`src/rtl/data_cache.sv`:
```
// data_cache: direct-mapped, write-back, write-allocate data cache, one
// 32-bit word per line. Sequencing belongs to the external controller. This
// block holds only the tag/valid/dirty/data arrays, plus the lookup and
// merge logic around them.
//
// Ports:
//   clk, reset          - clock; synchronous active-high reset clears all lines
//   address             - byte address: tag | index | byte lane
//   store_data          - store operand (word, or byte in [7:0])
//   mem_read_data       - word from main memory for line fills
//   cache_input_type    - write source: 0 = fill from memory, 1 = store
//   we_cache            - write the indexed line this cycle
//   set_valid/set_dirty - valid/dirty values written when we_cache=1
//   is_word/is_unsigned - access size and byte-load extension
//   memory_address_type - mem_address source: 0 = address, 1 = victim
//   cache_hit/cache_dirty - combinational lookup status for the controller
//   read_data           - load result (unqualified; controller checks hit)
//   victim_address/victim_data - indexed line's address and word for write-back
//   mem_address         - word-aligned address presented to main memory
module data_cache #(
    parameter int ADDR_WIDTH = 32,
    parameter int INDEX_BITS = 5
) (
    input  logic                  clk,
    input  logic                  reset,
    input  logic [ADDR_WIDTH-1:0] address,
    input  logic [31:0]           store_data,
    input  logic [31:0]           mem_read_data,
    input  logic                  cache_input_type,
    input  logic                  we_cache,
    input  logic                  set_valid,
    input  logic                  set_dirty,
    input  logic                  is_word,
    input  logic                  is_unsigned,
    input  logic                  memory_address_type,
    output logic                  cache_hit,
    output logic                  cache_dirty,
    output logic [31:0]           read_data,
    output logic [ADDR_WIDTH-1:0] victim_address,
    output logic [31:0]           victim_data,
    output logic [ADDR_WIDTH-1:0] mem_address
);

    localparam int TAG_BITS = ADDR_WIDTH - INDEX_BITS - 2;
    localparam int LINES    = 2 ** INDEX_BITS;

    logic [LINES-1:0]    valid_q;
    logic [LINES-1:0]    dirty_q;
    logic [TAG_BITS-1:0] tag_q  [LINES];
    logic [31:0]         data_q [LINES];

    logic [TAG_BITS-1:0]   addr_tag;
    logic [INDEX_BITS-1:0] idx;
    logic [1:0]            byte_sel;
    logic [31:0]           cur_word;
    logic [7:0]            cur_byte;
    logic [31:0]           wr_word;

    assign addr_tag = address[ADDR_WIDTH-1:INDEX_BITS+2];
    assign idx      = address[INDEX_BITS+1:2];
    assign byte_sel = address[1:0];
    assign cur_word = data_q[idx];
    assign cur_byte = cur_word[{byte_sel, 3'b000} +: 8];

    // Zero-latency lookup: the controller samples these in the same cycle.
    assign cache_hit   = valid_q[idx] & (tag_q[idx] == addr_tag);
    // Dirty does not compare the tag: it answers "does a miss here need a write-back".
    assign cache_dirty = valid_q[idx] & dirty_q[idx];

    always_comb begin
        read_data = cur_word;
        if (!is_word) begin
            read_data = {{24{cur_byte[7] & ~is_unsigned}}, cur_byte};
        end
    end

    assign victim_address = {tag_q[idx], idx, 2'b00};
    assign victim_data    = cur_word;
    assign mem_address    = memory_address_type ? victim_address
                                                : {address[ADDR_WIDTH-1:2], 2'b00};

    // Write data: fills always replace the whole word; byte stores merge one
    // lane into the current word.
    always_comb begin
        wr_word = cur_word;
        if (!cache_input_type) begin
            wr_word = mem_read_data;
        end else if (is_word) begin
            wr_word = store_data;
        end else begin
            wr_word[{byte_sel, 3'b000} +: 8] = store_data[7:0];
        end
    end

    // Reset takes priority over a write on the same edge.
    always_ff @(posedge clk) begin
        if (reset) begin
            valid_q <= '0;
            dirty_q <= '0;
            for (int i = 0; i < LINES; i++) begin
                tag_q[i]  <= '0;
                data_q[i] <= '0;
            end
        end else if (we_cache) begin
            valid_q[idx] <= set_valid;
            dirty_q[idx] <= set_dirty;
            tag_q[idx]   <= addr_tag;
            data_q[idx]  <= wr_word;
        end
    end

endmodule
```
`config.mk`:
```
export PLATFORM = sky130hd
export DESIGN_NAME = data_cache
export DESIGN_NICKNAME = d
export VERILOG_FILES = /design/src/rtl/data_cache.sv
export SDC_FILE = /design/constraint.sdc
export NUM_CORES = 2
export LEC_CHECK = 0
export ABC_AREA = 1
export CORE_MARGIN = 2
export CORE_UTILIZATION = 45
export DETAILED_ROUTE_END_ITERATION = 16
export SYNTH_ARGS = -nofsm -noshare
export SYNTH_HDL_FRONTEND = slang
export SYNTH_SLANG_ARGS = --single-unit
export TNS_END_PERCENT = 50
```
`constraint.sdc`:
```
create_clock -name clk -period 17.5 [get_ports clk]
set_input_delay 2.625 -clock clk [delete_from_list [all_inputs] [get_ports clk]]
set_output_delay 2.625 -clock clk [all_outputs]
set_load 0.02 [all_outputs]
```
==> summary.txt <==
Run status
  • Status: finished, final reports clean

Routing
  • Metal2 WL: between 100000 and 150000 um
  • Total routed wirelength: ~330000 um
  • Vias per cell: roughly 6
  • Initial DRC count: around 11000
  • Antenna Violating Nets Remaining: 0
  • Top Layer Used: met5
  • Routed wl met3: ~43000 um
  • DRC: 0
  • DRT met1 WL: 122000 um
  • Wirelength per Cell: around 30 um
  • First-pass detailed-route iteration total: 9
  • Via count: between 60000 and 70000

Clock tree
  • CTS Buffer Depth: 3
  • Post-cts resize count: 0
  • H-Tree Depth: 4
  • Sink Count: 1888
  • CTS tree: done
  • Clk slew on worst S/H paths: roughly 60 ps
  • Post-cts hold buffer count: 0
  • Num CTS Buffers: just under 200
  • Post-CTS setup buffer count: 0
  • Worst-Skew Late Latency: around 850 ps
  • CTS Root Cell: clkbuf_16

Pwr
  • Power per cell area: approximately 110 mW/mm2
  • Sw Pwr: between 2 and 3 mW
  • Internal power: approximately 7.6 mW
  • Combinational power share: 10.2%
  • Sequential Power Share: 50.6%
  • P_leak: roughly 37 nW
  • Max IR drop VDD: 0.0000882 V
  • Switching part of the total: about 26%
  • Clock power frac: a little under 40%

Synth
  • Mapped cell area: 0.0858 mm2
  • Synthesized area per cell: between 10 and 15 um2
  • Yosys warns: 0
  • Sequential area share after synthesis: 65.3%
  • Cells after Synth: approximately 8600
  • Distinct cell type count after synthesis: 34
  • Post-synthesis register bit count: approximately 1900

Timing
  • Worst slew margin: under 10%
  • Setup tns final: 0 ps
  • Fmax achieved: approximately 0.086 GHz
  • Min cycle time layout: 11630 ps
  • Final Max Tran Viols: 0
  • Setup violators final: 0
  • Clock Skew: about 28 ps
  • Slack of the critical path: slightly below 6000 ps
  • Share of the clock period used by the worst path: 66.4%
  • RSZ-0062 raised after global routing: no
  • Final Hold Fails: 0
  • Worst-Margin Slew: around 1400 ps

Worst setup path
  • Critical R2R Capture: data_q[21][4]
  • Worst Setup Start Kind: primary input
  • Crit. End Element: output pin
  • Largest fanout on the critical path: about 80
  • Critical path origin: address[3]
  • Critical R2R Launch: data_q[15][4]
  • Flop-to-flop setup slack: about 14000 ps
  • Reg2reg path depth: 9
  • Worst Setup EP: read_data[29]
  • Required @ worst endpoint: about 15000 ps
  • Worst path arrival time: 9000 ps
  • Crit Path Category: primary input to output pin

Layout
  • Cell area after layout: between 0.09 and 0.1 mm2
  • Fin cells: 11053
  • Layout cell share with drive strength beyond 1: 5.98%
  • Layout area overhead: 11.2%
  • Final Net Count: ~8500
  • Final Util: 50.3%

Placed design
  • Hpwl dp: 166000 um
  • IO Port Bufs: 230
  • Placed cell area: around 0.089 mm2
  • Setup WS pre-CTS: 6050 ps
  • Dpl cells: roughly 11000
  • Gpl congestion: approximately 0.86

Global route
  • Tot GR Track Use: between 30% and 40%
  • Remaining Overflow, GRT: 0
  • Largest net degree at the start of global routing: 174
  • Initial antenna violation count: 8
  • Vias in the first global route: 64234
  • Global-route wire length before repair: between 400000 and 500000 um

Floorplanning
  • Die area: around 0.19 mm2
  • # rows: 160
  • Die height: 441 um
  • Width of the chip: around 440 um
  • I/O pin count: 235
  • Initial core utilization: between 40% and 50%
  • Core area: about 0.19 mm2

Worst hold path
  • Hold Path Class: register to register
  • Hold path depth: 2

Job
  • Maxcap violations: 0
-- cells in the mapped netlist, drive strengths merged --
| cell | n | share of area [%] |
|---|---|---|
| a21o | 12 | 0.10 |
| a21oi | 924 | 5.4 |
| a22oi | 518 | 4.5 |
| a31oi | 1 | 0.0073 |
| buf | 346 | 2.4 |
| clkbuf | 449 | 2.0 |
| clkinv | 27 | 0.12 |
| conb | 1 | 0.0044 |
| dfxtp | 64 | 1.5 |
| edfxtp | 1824 | 64 |
| ha | 5 | 0.073 |
| inv | 100 | 0.44 |
| nand2 | 2746 | 12 |
| nand3 | 181 | 1.1 |
| nand3b | 1 | 0.0088 |
| nand4 | 42 | 0.31 |
| nor2 | 1154 | 5.1 |
| nor3 | 12 | 0.11 |
| o21ai | 99 | 0.58 |
| o22ai | 43 | 0.31 |
| o31ai | 1 | 0.0088 |
| or2 | 22 | 0.16 |
-- how the worst min path moves through the flow --
stage,startpoint,endpoint,slack [ps]
6_report,valid_q[29],valid_q[29],480
3_5_place_dp,valid_q[20],valid_q[20],460
3_3_place_gp,valid_q[13],valid_q[13],450
5_1_grt,dirty_q[18],dirty_q[18],500
2_1_floorplan,valid_q[13],valid_q[13],440
4_1_cts,dirty_q[21],dirty_q[21],470
-- state kept, by name, summed over array words and instances, names as in the netlist --
signal   cells
tag_q      800
valid_q     32
dirty_q     32
data_q    1024
-- cells in the final DEF, fill, tap and decap left out, types with 8 or more instances in the layout --
| master | n |
|---|---|
| inv_1 | 91 |
| or2_2 | 10 |
| clkbuf_1 | 50 |
| clkinv_1 | 82 |
| clkinv_2 | 33 |
| edfxtp_1 | 1824 |
| a21o_1 | 12 |
| o21ai_0 | 93 |
| nand3_1 | 164 |
| a21oi_1 | 924 |
| nand2_4 | 29 |
| clkdlybuf4s50_1 | 226 |
| o22ai_1 | 43 |
| dfxtp_1 | 64 |
| nor2_1 | 1152 |
| a22oi_1 | 518 |
| buf_4 | 160 |
| nand2_1 | 2715 |
| buf_12 | 8 |
| nand4_1 | 42 |
| clkbuf_16 | 200 |
| nand3_4 | 16 |
| inv_6 | 10 |
| bufinv_16 | 9 |
| or2_1 | 12 |
-- per-stage QoR --
stage	hold WS (ps)	power (mW)
after CTS	472	10.2
after detailed placement	463	6.31
final	476	10.3
after floorplan	443	5.87
after global routing	495	10.5
after global placement	454	6.29
-- worst max-delay path: stages --
cell and delay [ps]:
buf_6 140, inv_6 410, buf_4 880, nand2_1 520
inv_8 520, buf_4 800, buf_4 810, a22oi_1 140
nand2_1 120, nand2_1 50, nand2_1 100, nor2_1 80
nand3_1 110, nand3_1 80, nand2_1 130, nand3_2 380
nand2_1 180, clkdlybuf4s50_1 620
-- metal layers --
metal	track usage, %	vias to the layer above
met2	50.9	5008
met5	0	-
met4	14.7	6
li1	-	29008
met3	7.62	896
met1	44.7	33248
-- power groups by stage --
stage | Clock [mW] | Combinational [mW] | Sequential (mW)
detailed placement | 0 | 1.02 | 5.29
finish | 4.03 | 1.04 | 5.20
floorplan | 0 | 0.580 | 5.28
CTS | 4.03 | 1.02 | 5.20
global route | 4.20 | 1.09 | 5.21
global placement | 0 | 1.01 | 5.28
-- area by class of cell --
cell class | instances | area [um2]
antenna | 1 | 2.50
clock buffer | 250 | 5190
clock inverter | 113 | 807
fill | 17307 | 94400
inverter | 127 | 509
multi-input combinational | 5765 | 26100
sequential | 1888 | 56100
tap | 2511 | 3140
timing repair buffer | 398 | 3660
-- logic make-up (layout without fill, tap and decap cells) --
kind of cell    count (synthesis)  in the layout  share of synthesized area (%)
compound gates               1598           1598                           10.9
fa+ha+maj                       5              5                         0.0729
buf+inv                       922            888                           4.92
flops                        1888           1888                           65.3
other cells                     1              5                        0.00437
simple gates                 4158           4158                           18.7
Note: power is estimated with default switching activity, not from simulation.
